==> config.mk <==
export PLATFORM = sky130hd
export DESIGN_NAME = pwm_ramp_sequencer
export DESIGN_NICKNAME = d
export VERILOG_FILES = /design/src/rtl/pwm_ramp_sequencer.sv
export SDC_FILE = /design/constraint.sdc
export NUM_CORES = 1
export LEC_CHECK = 0
export ABC_CLOCK_PERIOD_IN_PS = 9500
export CORE_MARGIN = 5
export CORE_UTILIZATION = 25
export DETAILED_ROUTE_END_ITERATION = 16
export PLACE_DENSITY = 0.39
export SYNTH_ARGS = -nofsm -noshare
export SYNTH_HDL_FRONTEND = slang
export SYNTH_SLANG_ARGS = --single-unit
==> constraint.sdc <==
create_clock -name clk -period 9.5 [get_ports clk]
set_input_delay 1.9 -clock clk [delete_from_list [all_inputs] [get_ports clk]]
set_output_delay 1.9 -clock clk [all_outputs]
set_load 0.005 [all_outputs]
==> src/rtl/pwm_ramp_sequencer.sv <==
// Trapezoid duty sequencer for the ramp PWM generator: ramp up, hold, ramp down.
// Duty only moves on the generator's period boundary, so every PWM period sees one stable compare value.
module pwm_ramp_sequencer #(
    parameter int CLK_HZ    = 50_000_000,
    parameter int RAMP_FREQ = 1_000,
    parameter int PWM_BITS  = 10,
    parameter int HOLD_BITS = 16
) (
    input  logic                 clk,
    input  logic                 rst,
    input  logic                 start,
    input  logic                 stop,
    input  logic                 abort,
    input  logic [PWM_BITS-1:0]  target,
    input  logic [PWM_BITS-1:0]  step,
    input  logic [HOLD_BITS-1:0] hold_periods,
    input  logic                 period_end,
    output logic [PWM_BITS-1:0]  duty,
    output logic [1:0]           state,
    output logic                 busy,
    output logic                 done
);

    localparam longint RAW_DIV  = longint'(CLK_HZ) / (longint'(RAMP_FREQ) << PWM_BITS);
    localparam int     STEP_DIV = (RAW_DIV < 1) ? 1 : int'(RAW_DIV);
    localparam int     PW       = (STEP_DIV > 1) ? $clog2(STEP_DIV) : 1;
    localparam logic [PW-1:0] PRESC_LAST = PW'(STEP_DIV - 1);

    typedef enum logic [1:0] {
        IDLE = 2'd0,
        UP   = 2'd1,
        HOLD = 2'd2,
        DOWN = 2'd3
    } state_t;

    state_t               state_q, state_d;
    logic [PWM_BITS-1:0]  duty_q, duty_d;
    logic [PWM_BITS-1:0]  target_q, target_d;
    logic [PWM_BITS-1:0]  step_q, step_d;
    logic [HOLD_BITS-1:0] hold_q, hold_d;
    logic [HOLD_BITS-1:0] holdCnt_q, holdCnt_d;
    logic [PW-1:0]        presc_q, presc_d;
    logic                 pending_q, pending_d;
    logic                 busy_q, busy_d;
    logic                 done_q, done_d;

    logic                 tick;
    logic                 stepNow;
    logic                 consume;
    logic [PWM_BITS:0]    upSum;
    logic [PWM_BITS-1:0]  upDuty;
    logic [PWM_BITS-1:0]  downDuty;

    // The prescaler tick only arms a step; the step itself waits for the period boundary.
    assign tick     = (state_q != IDLE) && (presc_q == PRESC_LAST);
    assign stepNow  = period_end && (pending_q || tick);
    assign upSum    = {1'b0, duty_q} + {1'b0, step_q};
    assign upDuty   = (upSum > {1'b0, target_q}) ? target_q : upSum[PWM_BITS-1:0];
    assign downDuty = (duty_q < step_q) ? '0 : (duty_q - step_q);

    always_comb begin
        state_d   = state_q;
        duty_d    = duty_q;
        target_d  = target_q;
        step_d    = step_q;
        hold_d    = hold_q;
        holdCnt_d = holdCnt_q;
        done_d    = 1'b0;
        consume   = 1'b0;

        if (abort) begin
            state_d = IDLE;
            duty_d  = '0;
        end else begin
            unique case (state_q)
                IDLE: begin
                    if (start) begin
                        target_d = target;
                        step_d   = (step == '0) ? {{(PWM_BITS-1){1'b0}}, 1'b1} : step;
                        hold_d   = hold_periods;
                        state_d  = UP;
                    end
                end
                UP: begin
                    if (stop) begin
                        state_d = DOWN;
                    end else if (duty_q == target_q) begin
                        state_d   = HOLD;
                        holdCnt_d = hold_q;
                    end else if (stepNow) begin
                        duty_d  = upDuty;
                        consume = 1'b1;
                    end
                end
                HOLD: begin
                    if (stop || (holdCnt_q == '0)) begin
                        state_d = DOWN;
                    end else if (period_end) begin
                        holdCnt_d = holdCnt_q - 1'b1;
                    end
                end
                DOWN: begin
                    if (duty_q == '0) begin
                        state_d = IDLE;
                        done_d  = 1'b1;
                    end else if (stepNow) begin
                        duty_d  = downDuty;
                        consume = 1'b1;
                    end
                end
            endcase
        end

        // Prescaler and pending flag only live while a profile is running.
        presc_d   = ((state_q == IDLE) || tick) ? '0 : (presc_q + 1'b1);
        pending_d = (abort || (state_q == IDLE) || consume) ? 1'b0 : (pending_q | tick);
        busy_d    = (state_d != IDLE);
    end

    always_ff @(posedge clk or posedge rst) begin
        if (rst) begin
            state_q   <= IDLE;
            duty_q    <= '0;
            target_q  <= '0;
            step_q    <= '0;
            hold_q    <= '0;
            holdCnt_q <= '0;
            presc_q   <= '0;
            pending_q <= 1'b0;
            busy_q    <= 1'b0;
            done_q    <= 1'b0;
        end else begin
            state_q   <= state_d;
            duty_q    <= duty_d;
            target_q  <= target_d;
            step_q    <= step_d;
            hold_q    <= hold_d;
            holdCnt_q <= holdCnt_d;
            presc_q   <= presc_d;
            pending_q <= pending_d;
            busy_q    <= busy_d;
            done_q    <= done_d;
        end
    end

    assign duty  = duty_q;
    assign state = state_q;
    assign busy  = busy_q;
    assign done  = done_q;

endmodule

**Word-level counts from Yosys, hierarchy flattened**

Index checks and enable logic that the tools add are counted.

- $add $sub $neg: 4
- Multiplexer cells: 33
- Multipliers: 0
- Shift-type cells: 0
- Bitwise logic cells: 2
- Equal/unequal tests: 14
- Divide/modulo/power cells: 0
- $lt $le $gt $ge: 2
- Reduce and logical (&&, ||, !) cells: 18

Operator list:

| operator | count |
|---|---|
| $mux W10 | 9 |
| $mux W16 | 4 |
| $pmux W16 S2 | 1 |
| $logic_not A10 Y1 | 2 |
| $pmux W10 S2 | 1 |
| $logic_not A16 Y1 | 1 |
| $sub A16 B1 Y16 const B | 1 |
| $ne A3 B3 Y1 const B | 5 |
| $mux W2 | 6 |
| $reduce_and A6 Y1 | 2 |
| $add A10 B10 Y11 | 1 |
| $gt A11 B10 Y1 | 1 |
| $eq A10 B10 Y1 | 1 |
| $lt A10 B10 Y1 | 1 |
| $sub A10 B10 Y10 | 1 |
| $mux W1 | 9 |
| $ne A2 B2 Y1 const B | 4 |
| $pmux W2 S4 | 1 |
| $add A6 B1 Y6 const B | 1 |
| $eq A6 B6 Y1 const B | 1 |
| $mux W6 | 1 |
| $reduce_bool A2 Y1 | 3 |
| $logic_or A1 B1 Y1 | 5 |
| $eq A2 B2 Y1 const B | 2 |
| other kinds (8) | 9 |

- ROM bits: 0
- Bits in latches: 0
- Register bits: 73
- Memory bits (writable): 0
- Memories: 0

**Longest topological paths before layout**

Gate-level depths: netlist of the first run.

- Depth in word-level cells: 11
- Mapped depth: 17
- Depth with buffers taken out: 15

**Worst setup path after synthesis of the first run**

Ideal clock, no wire load.

- Kind: register -> register
- From: register duty_q[3], in the netlist duty[3]
- To: register duty_q[6], in the netlist duty[6]
- Arrival time: 3562 ps
- Library setup time: 126 ps
- Stages on the path, launching flop included: 15
- Slack: 5812 ps
- Buffers on the path: 1
- Period minus slack after synthesis: 3688 ps
- Cell sequence: dfrtp_1 -> ha_1 -> clkbuf_2 -> nor2_1 -> a21oi_1 -> a31oi_1 -> o31ai_1 -> mux2i_1 -> nand3_1 -> ha_1 -> a2111oi_0 -> a21o_1 -> and2_1 -> mux2_1 -> a221o_1

- Cells in the longest elaborated chain, start to end: 8

Ends and longest elaborated chain:

| item | RTL line | text |
|---|---|---|
| from (decl) | 37 | `logic [PWM_BITS-1:0] duty_q, duty_d;` |
| from (signal assigned) | 134 | `duty_q <= duty_d;` |
| $add A10 B10 Y11 | 57 | `assign upSum = {1'b0, duty_q} + {1'b0, step_q};` |
| $gt A11 B10 Y1 | 58 | `assign upDuty = (upSum > {1'b0, target_q}) ? target_q : upSum[PWM_BITS-1:0];` |
| $mux W10 | 58 |  |
| $mux W10 | 90 | `end else if (stepNow) begin` |
| $mux W10 | 87 | `end else if (duty_q == target_q) begin` |
| $mux W10 | 85 | `if (stop) begin` |
| $pmux W10 S2 | 75 | `unique case (state_q)` |
| $mux W10 | 71 | `if (abort) begin` |

Parallel ways exist; a longest one is shown, timed or not. The select of a mux whose other input is x is not followed.
A chain may end at the register's enable or synchronous reset.

**Worst setup path in the final report of the first run**

- From: register duty_q[4], in the netlist duty[4]
- To: register duty_q[6], in the netlist duty[6]

The elaborated chain is that of the path after synthesis.

==> results.toml, run 1 <==
[outcome]
status = "completed"

[flow_run]
maxCapViolations = 0

[synth]
synthArstFlopShare = 1.00
synth_seq_area_share = 0.380
synth_ff_type = "dfrtp_1"
syn_area_um2 = 4800
synth_cells = 539
synth.area.top_cells = "dfrtp_1 (38%), ha_1 (8.3%), o21ai_0 (5.0%)"
synth-seq-cells = 73
yosysUniqueCellTypes = 64
yosys.area.top_type = "dfrtp_1"
synth_edf_count = 0
syn_nets = 615
synth.avg_cell_area_um2 = 8.91
yosysWarnings = 0
synth_top_area_share = 0.380

[setup_path]
end_kind = "flop"
crit_type = "flop to flop"
cp_cell_sequence = "ha_1, nor2_1, a21oi_1, a31oi_1, o31ai_1, mux2i_1, nand3_1, ha_1, a2111oi_0, a21o_1, and2_1, mux2_1, a221o_1"
cp_max_fo = 12
max_stage_delay_ns = 0.52
required_ns = 9.73
critical-path-top-delay-family = "compound AO/OA/AOI/OAI gates"
path_buf_inv = 0
cp.arrival_ns = 4.64
critPathLaunchType = "flop"
worst_path_max_delay_cell = "ha_1"
cpMostUsedCell = "ha_1"

[sta]
hold_violations = 0
fin_setup_tns_ns = 0
finalCritPeriodShare = 0.464
rsz0062_at_grt = "no"
fin_crit_ns = 4.41
worstMarginPinSlew_ns = 0.998
hold_slack_ns = 0.458
drv_slew = 0
fmax_ghz = 0.227
final.setup_skew_ns = 0.00795
timing.slew.headroom = 0.334
setup_viol = 0

[route]
vias = 3958
first_iter_violations = 196
top_layer_used = "met4"
wl_um = 13500
drc = 0
drt-pass1-iter-count = 4
wl_met1_um = 6640
postRouteAntennaNets = 0
viasPerCell = 4.67
wl_per_cell_um = 16.0
wl_met2_um = 6040
wl_met3_um = 515

[floorplanning]
fp.dieW_um = 149
rows = 50
initial_core_util = 0.255
die-area_um2 = 22100
dieHeight_um = 149
io_pins = 56
core-area_um2 = 18800

[clock_tree]
cts_buffers = 9
cts_sinks = 73
cts_resized = 0
cts_setup_buffers = 0
clockBufferDepth = 2
cts_tree = "built"
hold_buffers = 0
root_buffer = "clkbuf_16"
htree_levels = 3
clkTransAtPathRegs_ns = 0.07
clk_latency_ns = 0.35

[final_layout]
final_cell_mix = "dfrtp_1 (73), clkdlybuf4s50_1 (55), nor2_1 (53), o21ai_0 (48), a21oi_1 (43)"
diodes = 0
nNetsFinal = 658
drive_above_1_share = 0.0869
mostFrequentLayoutCell = "dfrtp_1"
final_util = 0.313
syn_to_final_growth_pct = 22.5
fill_cells = 1977

[power_and_ir_drop]
p_per_area_nw_per_um2 = 195
leakagePower_nw = 2.51
peakVddDrop_uv = 89.0

[min_path]
min_path_type = "flop to flop"

[grt]
grt-ovfl-total = 0
grt_start_max_net_pins = 74
grt_antenna_before_repair = 0
grt_pass1_vias = 4129
track_usage = 0.129
grt_pass1_wl_um = 22500

[place]
place_hpwl_um = 10200
portBuffers = 55
gp_congestion = 0.826
layout make-up:
class / count / area, µm² / area share
sequential: 73 / 1830 / 0.310
timing repair buffer: 59 / 581 / 0.0986
clock inverter: 4 / 33.8 / 0.00574
multi-input combinational: 399 / 2700 / 0.459
tap: 260 / 325 / 0.0553
clock buffer: 12 / 267 / 0.0453
inverter: 40 / 150 / 0.0255
cell usage after synthesis (all sizes together) (3+ instances only):
cell,instances
mux2i,3
a2bb2oi,5
a22oi,3
nand2b,7
buf,6
nor2,53
nand2,37
o21a,3
o211ai,4
o31ai,5
xnor2,7
nor3,23
or4,3
nor4,7
a21oi,43
a31oi,5
and2,3
nor3b,6
ha,32
o21ai,48
or3,7
inv,40
mux2,17
nor2b,6
xor2,18
clkbuf,21
dfrtp,73
or2,5
o22ai,3
nand3,12
state kept, by name (all words and copies together), names as in the netlist:
signal     cells
busy           1
hold_q        16
done           1
holdCnt_q     16
target_q      10
step_q        10
presc_q        6
duty          10
pending_q      1
state          2
cell families (layout without fill, tap and decap cells):
group           after synthesis  count (layout)  synth area share
fa+ha+maj                    34              34            0.0917
xor+xnor                     25              25            0.0456
compound gates              146             146             0.202
simple gates                174             174             0.176
buf+inv                      67             115            0.0583
mux                          20              20            0.0461
flops                        73              73             0.380
per-stage QoR:
stage                     area [µm²]  setup WS, ns  total power [mW]  instances
after floorplan                 4800          5.75             0.694        539
after global placement          5590          5.20             0.797        831
after detailed placement        5590          5.14             0.802        831
after CTS                       5890          5.10              1.16        847
after global routing            5890          4.68              1.23        847
final                           5890          5.09              1.15        847
routing by layer:
layer | global-route usage | vias up
li1 | - | 1983
met1 | 0.181 | 1888
met2 | 0.196 | 69
met3 | 0.0207 | 18
met4 | 0.0540 | 0
met5 | 0 | -
final timing paths:
check | from | end | slack (ns) | cells past startpoint
setup / recovery | duty[4] | duty[6] | 5.09 | 13
hold / removal | presc_q[0] | presc_q[0] | 0.46 | 1
setup reg to reg | duty[4] | duty[6] | 5.09 | 13
hold reg to reg | presc_q[0] | presc_q[0] | 0.46 | 1
max in group asynchronous | rst | target_q[4] | 6.66 | 3
min in group asynchronous | rst | hold_q[4] | 2.13 | 3
power breakdown:
part	internal (mW)	total (mW)	switching, mW
Sequential	0.378	0.436	0.0585
Clock	0.201	0.352	0.151
Combinational	0.156	0.359	0.203
Total	0.735	1.15	0.412
(Power assumes the default switching activity.)
==> run 2: changes to the inputs <==
ABC_CLOCK_PERIOD_IN_PS = 4630   (was 9500)
clock period = 4.63 ns   (was 9.5 ns; I/O delays follow)
==> run 2 against run 1 <==
Effect of this change: count of clock-buffer cells in the layout shrank 3; non-clock buffer count increased by 2; clock skew increased by 0.0011 ns; die area is the same.
==> results.toml, run 2 (synthesis results as in run 1) <==
[outcome]
status = "completed"

[clock_tree]
cts_setup_buffers = 0
clk_latency_ns = 0.35
clkTransAtPathRegs_ns = 0.06
cts_tree = "built"
cts_sinks = 73
clockBufferDepth = 2
htree_levels = 3
cts_buffers = 9
root_buffer = "clkbuf_16"

[route]
drc = 0
drt-pass1-iter-count = 4
wl_per_cell_um = 15.8
postRouteAntennaNets = 0
wl_um = 13400
vias = 3956
first_iter_violations = 211
viasPerCell = 4.66

[floorplanning]
io_pins = 56
fp.dieW_um = 149
initial_core_util = 0.255
dieHeight_um = 149
core-area_um2 = 18800
die-area_um2 = 22100
rows = 50

[sta]
setup_viol = 0
timing.slew.headroom = 0.335
fmax_ghz = 0.241
fin_crit_ns = 4.16
drv_slew = 0
finalCritPeriodShare = 0.897
worstMarginPinSlew_ns = 0.998
final.setup_skew_ns = 0.00908
fin_setup_tns_ns = 0
hold_slack_ns = 0.463
rsz0062_at_grt = "no"
hold_violations = 0

[setup_path]
cp_max_fo = 10
cp.arrival_ns = 4.38
required_ns = 4.86
critPathLaunchType = "flop"
end_kind = "flop"
crit_type = "flop to flop"

[place]
portBuffers = 55
place_hpwl_um = 10100
gp_congestion = 0.826

[power_and_ir_drop]
leakagePower_nw = 2.52
p_per_area_nw_per_um2 = 402
peakVddDrop_uv = 173
power_mw = 2.38

[final_layout]
diodes = 0
final_cell_mix = "dfrtp_1 (73), clkdlybuf4s50_1 (55), nor2_1 (53), o21ai_0 (48), a21oi_1 (43)"
multi_input_area_um2 = 2710
drive_above_1_share = 0.0917
fill_cells = 2004
mostFrequentLayoutCell = "dfrtp_1"
syn_to_final_growth_pct = 23.2
final-seq-area_um2 = 1830
largestRegisters = "holdCnt_q x16, hold_q x16"
nNetsFinal = 660

[grt]
grt_pass1_wl_um = 21900
grt_pass1_vias = 4102
grt_start_max_net_pins = 47
grt-ovfl-total = 0
grt_antenna_before_repair = 0
track_usage = 0.126

[min_path]
min_path_type = "flop to flop"

[flow_run]
maxCapViolations = 0
## run 2: power by group
part	internal, mW	switching (mW)	leakage, nW
Sequential	0.775	0.116	0.919
Clock	0.429	0.315	0.153
Combinational	0.329	0.415	1.45
Total	1.53	0.847	2.52
## run 2: final timing paths
| path | from | to | slack (ns) | cells after the start |
|---|---|---|---|---|
| worst max register to register | duty[4] | duty[6] | 0.47 | 13 |
| worst min register to register | presc_q[0] | presc_q[0] | 0.46 | 1 |
| worst max-delay path | duty[4] | duty[6] | 0.47 | 13 |
| max in group asynchronous | rst | target_q[2] | 2.74 | 3 |
| min in group asynchronous | rst | hold_q[0] | 1.08 | 2 |
| worst min-delay path | presc_q[0] | presc_q[0] | 0.46 | 1 |
## run 2: stage by stage
step / worst slack (ns) / cell area (µm²) / instances / utilization
final: 0.475 / 5920 / 849 / 0.314
after detailed placement: 0.391 / 5600 / 833 / 0.297
after global routing: 0.0701 / 5920 / 849 / 0.314
after global placement: 0.502 / 5600 / 833 / 0.297
after CTS: 0.358 / 5910 / 849 / 0.314
after floorplan: 0.942 / 4800 / 539 / -
## run 2: repair_timing
action | 4_1_cts | 5_1_grt
hold buffers | 0 | 0
setup endpoints to repair | 0 | 2
gates resized for setup | 0 | 1
## run 2: area by class of cell
| class | count | area share |
|---|---|---|
| Clock inverter | 7 | 0.0144 |
| Tap cell | 260 | 0.0550 |
| Inverter | 40 | 0.0254 |
| Timing Repair Buffer | 61 | 0.101 |
| Clock buffer | 9 | 0.0381 |
| Multi-Input combinational cell | 399 | 0.458 |
| Sequential cell | 73 | 0.309 |
## run 2: layer usage
| layer | part of all wire | wire (µm) | track usage |
|---|---|---|---|
| met2 | 0.46 | 6170 | 0.196 |
| met4 | 0.011 | 149 | 0.0416 |
| met1 | 0.48 | 6440 | 0.175 |
| met3 | 0.048 | 640 | 0.0229 |
| met5 | 0 | 0 | 0 |
## run 2: worst max-delay path, cell delays in order (launching register included)
cell and delay (ns):
dfrtp_1 0.46, ha_1 0.51, nor2_1 0.11, a21oi_1 0.19, a31oi_1 0.13, o31ai_2 0.29
mux2i_1 0.27, nand3_1 0.14, ha_1 0.33, a2111oi_0 0.44, a21o_1 0.30, and2_1 0.24
mux2_1 0.34, a221o_1 0.29
